$ cat src/rtl/bcd_scan_mux.sv
// -----------------------------------------------------------------------------
// bcd_scan_mux
//   Time-multiplexed digit scanner that feeds a BCD-to-7-segment decoder.
//   It holds an N-digit BCD value and presents one digit at a time, together
//   with an active-low common-anode enable. New values are double-buffered and
//   are committed only at the frame wrap, so an update never tears mid-scan.
//
// Ports
//   clk            system clock, rising edge
//   rst_n          asynchronous active-low reset
//   digits_in      BCD value; nibble i is digit i, digit 0 is rightmost
//   load           single-cycle strobe: capture digits_in into pending buffer
//   blank_lz       1 = blank leading zeros (digit 0 is never blanked)
//   bcd_out        BCD nibble of the scanned digit (0 when blanked)
//   an_n           active-low digit enables, at most one bit low
//   digit_idx      index of the scanned digit
//   frame_tick     one-cycle pulse following the frame wrap
//   update_pending pending buffer holds a value not yet committed
//
//   All outputs are registered and trail the scan index by one cycle.
// -----------------------------------------------------------------------------
module bcd_scan_mux #(
  parameter int NUM_DIGITS = 4,     // 2..8
  parameter int PRESCALE   = 50000  // >= 2 clk cycles per digit
) (
  input  logic                          clk,
  input  logic                          rst_n,
  input  logic [4*NUM_DIGITS-1:0]       digits_in,
  input  logic                          load,
  input  logic                          blank_lz,
  output logic [3:0]                    bcd_out,
  output logic [NUM_DIGITS-1:0]         an_n,
  output logic [$clog2(NUM_DIGITS)-1:0] digit_idx,
  output logic                          frame_tick,
  output logic                          update_pending
);

  localparam int IDX_W  = $clog2(NUM_DIGITS);
  localparam int PCNT_W = $clog2(PRESCALE);
  localparam logic [IDX_W-1:0]  LAST_IDX  = IDX_W'(NUM_DIGITS - 1);
  localparam logic [PCNT_W-1:0] LAST_PCNT = PCNT_W'(PRESCALE - 1);

  // Scan state
  logic [PCNT_W-1:0]       r_pcnt;
  logic [IDX_W-1:0]        r_idx;

  // Double buffer
  logic [4*NUM_DIGITS-1:0] r_display;
  logic [4*NUM_DIGITS-1:0] r_pending;
  logic                    r_update_pending;

  // Output registers
  logic [3:0]              r_bcd_out;
  logic [NUM_DIGITS-1:0]   r_an_n;
  logic [IDX_W-1:0]        r_digit_idx;
  logic                    r_frame_tick;

  logic                    w_tick;
  logic                    w_commit;
  logic [3:0]              w_nib;
  logic                    w_upper_zero;
  logic                    w_show;
  logic [3:0]              w_bcd_next;
  logic [NUM_DIGITS-1:0]   w_an_n_next;

  assign w_tick   = (r_pcnt == LAST_PCNT);
  // The frame wraps when the last digit's slot expires.
  assign w_commit = w_tick && (r_idx == LAST_IDX);

  // ---------------------------------------------------------------------------
  // Prescaler and scan index
  // ---------------------------------------------------------------------------
  // NOTE: state is updated with non-blocking assignments so every register
  // samples the pre-edge values of the others, independent of block order.
  always_ff @(posedge clk or negedge rst_n) begin
    if (!rst_n) begin
      r_pcnt <= '0;
      r_idx  <= '0;
    end else if (w_tick) begin
      r_pcnt <= '0;
      r_idx  <= (r_idx == LAST_IDX) ? '0 : r_idx + 1'b1;
    end else begin
      r_pcnt <= r_pcnt + 1'b1;
    end
  end

  // ---------------------------------------------------------------------------
  // Pending / display buffers. A load coinciding with the wrap bypasses the
  // pending stage so the newest value is never held back a whole frame.
  // ---------------------------------------------------------------------------
  // NOTE: the data buffers are reset as well, so a reset throws away any
  // pending value and the display comes back as all zeros.
  always_ff @(posedge clk or negedge rst_n) begin
    if (!rst_n) begin
      r_display        <= '0;
      r_pending        <= '0;
      r_update_pending <= 1'b0;
    end else if (w_commit && load) begin
      r_display        <= digits_in;
      r_pending        <= digits_in;
      r_update_pending <= 1'b0;
    end else if (w_commit && r_update_pending) begin
      r_display        <= r_pending;
      r_update_pending <= 1'b0;
    end else if (load) begin
      r_pending        <= digits_in;
      r_update_pending <= 1'b1;
    end
  end

  // ---------------------------------------------------------------------------
  // Select the scanned nibble and find whether it and every more significant
  // nibble are zero (leading-zero run), walking from the top digit down.
  // ---------------------------------------------------------------------------
  // NOTE: every combinational output gets a default before any branch, so no
  // path leaves a value unassigned and no latch is inferred.
  always_comb begin : digit_select
    logic zero_run;
    zero_run     = 1'b1;
    w_nib        = '0;
    w_upper_zero = 1'b0;
    for (int i = NUM_DIGITS - 1; i >= 0; i--) begin
      zero_run = zero_run && (r_display[4*i +: 4] == 4'd0);
      if (r_idx == IDX_W'(i)) begin
        w_nib        = r_display[4*i +: 4];
        w_upper_zero = zero_run;
      end
    end
  end

  // Codes 10..15 have no decoder entry and are always blanked; digit 0 is
  // exempt from leading-zero blanking so a value of 0 still shows "0".
  assign w_show     = (w_nib <= 4'd9) &&
                      !(blank_lz && (r_idx != '0) && w_upper_zero);
  assign w_bcd_next = w_show ? w_nib : 4'd0;

  always_comb begin
    w_an_n_next = '1;
    for (int i = 0; i < NUM_DIGITS; i++) begin
      if (w_show && (r_idx == IDX_W'(i))) begin
        w_an_n_next[i] = 1'b0;
      end
    end
  end

  // ---------------------------------------------------------------------------
  // Registered outputs
  // ---------------------------------------------------------------------------
  always_ff @(posedge clk or negedge rst_n) begin
    if (!rst_n) begin
      r_bcd_out    <= '0;
      r_an_n       <= '1;
      r_digit_idx  <= '0;
      r_frame_tick <= 1'b0;
    end else begin
      r_bcd_out    <= w_bcd_next;
      r_an_n       <= w_an_n_next;
      r_digit_idx  <= r_idx;
      r_frame_tick <= w_commit;
    end
  end

  assign bcd_out        = r_bcd_out;
  assign an_n           = r_an_n;
  assign digit_idx      = r_digit_idx;
  assign frame_tick     = r_frame_tick;
  assign update_pending = r_update_pending;

endmodule

$ cat config.mk
export PLATFORM = sky130hd
export DESIGN_NAME = bcd_scan_mux
export DESIGN_NICKNAME = d
export VERILOG_FILES = /design/src/rtl/bcd_scan_mux.sv
export SDC_FILE = /design/constraint.sdc
export NUM_CORES = 1
export LEC_CHECK = 0
export CAP_MARGIN = 20
export CORE_ASPECT_RATIO = 1.5
export CORE_MARGIN = 10
export CORE_UTILIZATION = 60
export DETAILED_ROUTE_END_ITERATION = 10
export PLACE_DENSITY = 0.84
export SETUP_SLACK_MARGIN = 0.4
export SLEW_MARGIN = 20
export SYNTH_ARGS = -nofsm -noshare
export SYNTH_HDL_FRONTEND = slang
export SYNTH_SLANG_ARGS = --single-unit
$ cat constraint.sdc
create_clock -name clk -period 3.5 [get_ports clk]
set_input_delay 0.7 -clock clk [delete_from_list [all_inputs] [get_ports clk]]
set_output_delay 0.7 -clock clk [all_outputs]
set_load 0.02 [all_outputs]
# Word-level counts from Yosys, hierarchy flattened
# Index checks and enable logic that the tools add are counted.
# Widths: inputs -> output; s select.
# word_totals
reg_bits	62
input_bits	20
out_inout_bits	12
# classes
n_mux	23
reduce_logical	24
n_lt_le_gt_ge	1
eq_ne	5
add_sub_neg	2
# ops
cell	count
$mux 16	6
$mux 4	5
$add 16x1->16 const B	1
$eq 16x16->1 const B	1
$logic_not 4->1	4
$logic_and 1x1->1	13
$mux 1	11
$reduce_bool 2->1	3
$eq 2x2->1 const B	2
$le 4x4->1 const B	1
$reduce_bool 3->1	1
$add 2x1->2 const B	1
$eq 2x1->1 const B	1
$logic_not 2->1	1
$mux 2	1
$ne 2x2->1 const B	1
$reduce_and 2->1	1
$logic_not 1->1	1

# Depth between registers and ports, before layout
# depth
word_depth	10
mapped_depth	7

# Worst setup path before layout
# No wires, ideal clock.
# synth_timing
kind	register to register
start	register r_idx[0]
end	register r_bcd_out[3], in the netlist bcd_out[3]
path_stages_with_launch	7
setup_ns	0.066
t_arrival_ns	1.747
n_path_buf	1
required_time_ns	3.434
period_less_slack_ns	1.813
path_slack_ns	1.687
cell_sequence	dfrtp_1 -> inv_1 -> ha_1 -> clkbuf_1 -> mux2_2 -> a21boi_1 -> and2_1
# synth_via
elab_chain_cells	9
elab_cells_between_ends	19
# synth_lines
item	line_no	rtl
from (decl)	45	logic [IDX_W-1:0] r_idx;
from (signal assigned)	81	r_idx <= (r_idx == LAST_IDX) ? '0 : r_idx + 1'b1;
parallel branches: the longest is 8 deep, another holds $le 4x4->1	-	
$mux 4 (*)	135	assign w_bcd_next = w_show ? w_nib : 4'd0;
via w_bcd_next[3]	63	logic [3:0] w_bcd_next;
to (signal assigned)	156	r_bcd_out <= w_bcd_next;
to (decl)	53	logic [3:0] r_bcd_out;
# Mark *: on every way through the listed nets, which the timed path passes.
# A chain may end at the register's enable or synchronous reset.

# Worst setup path after layout
# layout_timing
start	register r_pcnt[0]
end	register r_display[14]
# layout_via
elab_chain_cells	4
elab_cells_between_ends	6
# layout_lines
item	line_no	rtl
from (decl)	44	logic [PCNT_W-1:0] r_pcnt;
from (signal assigned)	83	r_pcnt <= r_pcnt + 1'b1;
$eq 16x16->1 (*)	66	assign w_tick = (r_pcnt == LAST_PCNT);
$logic_and 1x1->1 (*)	68	assign w_commit = w_tick && (r_idx == LAST_IDX);
$logic_and 1x1->1 (on tied branches)	98, 102	
$mux 16 or $reduce_bool 2->1 (tied branches)	-	
to (signal assigned)	99	r_display <= digits_in;
to (signal assigned)	103	r_display <= r_pending;
to (decl)	48	logic [4*NUM_DIGITS-1:0] r_display;
# Every way passes the cells marked *; elsewhere a longest branch is shown, timed or not.

==> flow_summary_export.csv <==
group,metric,value,unit
yosys,synth_cells,239,
sta,relSlewSlack,0.4567,
worst_setup_path,critPathLaunchType,"flip-flop",
cts,post_cts_buffers,0,
yosys,async_flop_share,1.000,
yosys,synthXorXnorAreaFrac,0.03996,
worst_setup_path,critPathMaxStageDelay,0.63,ns
worst_setup_path,cp_data_arrival_time,2.42,ns
detailed_routing,drtIter0Drc,139,
yosys,syn-num-nets,264,
worst_hold_path,min_path_cells,0,
worst_setup_path,cp_cell_sequence,"ha_1, and3_1, and4_1, o211ai_4, o2bb2ai_1",
run_status,outcome,"completed",
detailed_routing,firstDrtPassIters,4,
die,row_count,30,
global_route,grt_pass1_vias,2071,
cts,numClockSinks,62,
yosys,synth_fa_ha_area_frac,0.02196,
global_route,grt_pass1_wl,10570,microns
detailed_routing,drtAntennaViolNets,0,
placement,dp_hpwl,4188,microns
run,maxCapViolations,0,
cells_and_area,layout_common_cells,"dfrtp_1, clkdlybuf4s50_1, mux2_2, a22oi_1, o2bb2ai_1",
die,coreArea,4579,sq um
cts,ctsResizeCount,0,
yosys,synthSimpleGateAreaFrac,0.1243,
worst_setup_path,r2r_cells,5,
yosys,avgSynthCellArea,11.92,sq um
global_route,globalRouteTotalUtil,0.1648,
yosys,yosysWarningCount,0,
yosys,synth_mux_area_frac,0.06719,
cts,clkSlewWorstSetupHoldPaths,0.07,ns
cts,cts_tree,"yes",
cells_and_area,fin_cells,337,
sta,post-route-min-period,2.198,ns
yosys,ys_top_cells_by_area,"dfrtp_1, mux2_2, o2bb2ai_1",
yosys,synth_ff_type,"dfrtp_1",
yosys,yosysTopAreaCell,"dfrtp_1",
cts,cts_made_buffers,9,
worst_setup_path,path_delay_family,"simple AND/OR/NAND/NOR gates",
global_route,antenna_found_initial,0,
placement,dp.cells,322,
worst_hold_path,hold_path_startpoint,"r_idx[1]",
yosys,synth-seq-cells,62,
cts,cts_buffer_depth,2,
cells_and_area,nets,294,
cts,htree_levels,3,
pwr,leakage,1.423,nW
sta,timing.fmax,455.0,MHz
worst_setup_path,critPathRequiredTime,3.72,ns
global_route,gr-total-overflow,0,
placement,placed_cell_area,3163,sq um
cells_and_area,final_common_cell,"dfrtp_1",
cells_and_area,syn2layout_area_growth,18.40,%
worst_setup_path,rr_startpoint,"r_pcnt[0]",
yosys,synth_top_family_by_area,"compound AO/OA/AOI/OAI gates",
cells_and_area,fin_util,0.7366,
sta,setup_viol,0,
cells_and_area,final_cell_area,3373,sq um
sta,skew,0.01121,ns
sta,fin_crit_sh,0.6280,
yosys,synth-edff-count,0,
die,io_pins,32,
detailed_routing,wl_per_cell,17.96,microns
worst_setup_path,cp_max_fo,16,
placement,gp_congestion,0.7845,
yosys,synth_compound_area_frac,0.1607,
die,die_h,104.4,microns
detailed_routing,via_per_inst,5.938,
worst_setup_path,cp_num_buf_inv,0,
worst_hold_path,hold_end,"digit_idx[1]",
worst_setup_path,reg2reg_to,"r_display[14]",
detailed_routing,drc,0,
pwr,ir_worst_vdd,0.3041,mV
pwr,power_density,454.6,nW/um^2
worst_setup_path,crit_path_end_kind,"flip-flop",
worst_setup_path,path_class,"reg2reg",
worst_hold_path,hp-class,"reg2reg",
placement,portBuffers,31,
sta,finalSetupTns,0,ns
die,die_area,7962,sq um
detailed_routing,wirelength,6052,microns
cts,cts_hold_buf,0,
die,die_w,76.27,microns
cts,clock_latency,0.34,ns
worst_setup_path,worst_path_max_delay_cell,"and4_1",
cells_and_area,drive_gt1_frac,0.1612,
global_route,grt_max_degree,38,
detailed_routing,vias,2001,
sta,hold_viol,0,
worst_setup_path,reg2reg_slack,1.30,ns
sta,drv_slew,0,
cts,cts-root-buf,"clkbuf_8",
sta,rsz0062_at_grt,"no",
yosys,seq_area_frac_synth,0.5463,
yosys,syn_area,2849,sq um
die,initial_utilization,0.6221,
yosys,yosys.area.top_type_share,0.5094,
cells_and_area,diodes,0,
yosys,synth_cell_type_count,47,
sta,worst_pin_slew,0.8149,ns
-- worst register-to-register path, delay by kind of cell (launching register included) --
kind,cells,cell delay [ns]
DFF,1,0.42
adders and majority gates,1,0.23
AOI/OAI and AO/OA,2,0.54
and+or+nand+nor,2,0.89
-- power by group --
group | internal, W | switching (W)
combinational | 0.0000612 | 0.0000532
sequential | 0.000748 | 0.0000204
clock | 0.000382 | 0.000269
-- synth_stat cells, types with 2 or more instances --
cell type,instances
a211oi_1,2
a21oi_1,2
a22oi_1,17
and3_1,2
and4_1,2
buf_1,2
buf_2,3
buf_6,4
clkbuf_1,5
dfrtp_1,58
dfstp_2,4
ha_1,5
inv_1,7
mux2_2,17
nand2_1,9
nand2b_1,3
nand3_1,7
nand4_1,4
nor2_1,12
nor2b_1,6
nor3_1,5
nor4bb_1,2
o211ai_1,3
o21a_1,2
o21ai_0,6
o2bb2ai_1,16
or3_1,3
xnor2_1,9
xor2_1,4
-- through the flow --
stage | worst slack [ns] | hold slack (ns) | total power, W
after CTS | 1.256 | 0.4401 | 0.001547
final | 1.302 | 0.4416 | 0.001534
after detailed placement | 0.9783 | 0.4265 | 0.0008963
after floorplan | 1.687 | 0.4009 | 0.0008352
after global routing | 1.117 | 0.4433 | 0.001596
after global placement | 1.064 | 0.4180 | 0.0008917
-- sequential cells by signal, indices dropped and copies added (netlist names) --
register / cells
r_pending: 16
r_idx: 2
frame_tick: 1
an_n: 4
r_display: 16
bcd_out: 4
r_pcnt: 16
digit_idx: 2
update_pending: 1
-- cell type report --
type                       instances  area [sq um]
sequential                        62          1556
fill                             323          1206
multi-input combinational        156          1182
timing repair buffer              33         320.3
clock buffer                      12         165.2
tap                               64         80.08
clock inverter                     3         42.54
inverter                           7         26.28
-- per-layer routing --
layer,share of wire,global-route usage,vias to the layer above
met5,0,0,-
met4,0.022,0.07333,0
met3,0.037,0.04931,13
met2,0.55,0.2809,44
met1,0.40,0.1835,1003
li1,-,-,941
-- kinds of logic (layout without fill, tap and decap cells) --
group,after synthesis,count (layout)
XOR/XNOR,13,13
adder cells (fa/ha/maj),5,5
AND/OR/NAND/NOR,63,63
buffers and inverters,21,55
AO/OA/AOI/OAI,58,58
multiplexers,17,17
flip-flops,62,62
-- how the worst max path moves through the flow --
| stage | from | endpoint | slack, ns | cells after the start |
|---|---|---|---|---|
| floorplan | r_idx[0] | bcd_out[3] | 1.69 | 6 |
| global placement | load | r_display[1] | 1.06 | 4 |
| detailed placement | load | r_display[14] | 0.98 | 4 |
| CTS | r_pcnt[0] | r_display[14] | 1.26 | 5 |
| global route | r_pcnt[0] | r_display[7] | 1.12 | 5 |
| finish | r_pcnt[0] | r_display[14] | 1.30 | 5 |
(Power assumes the default switching activity.)
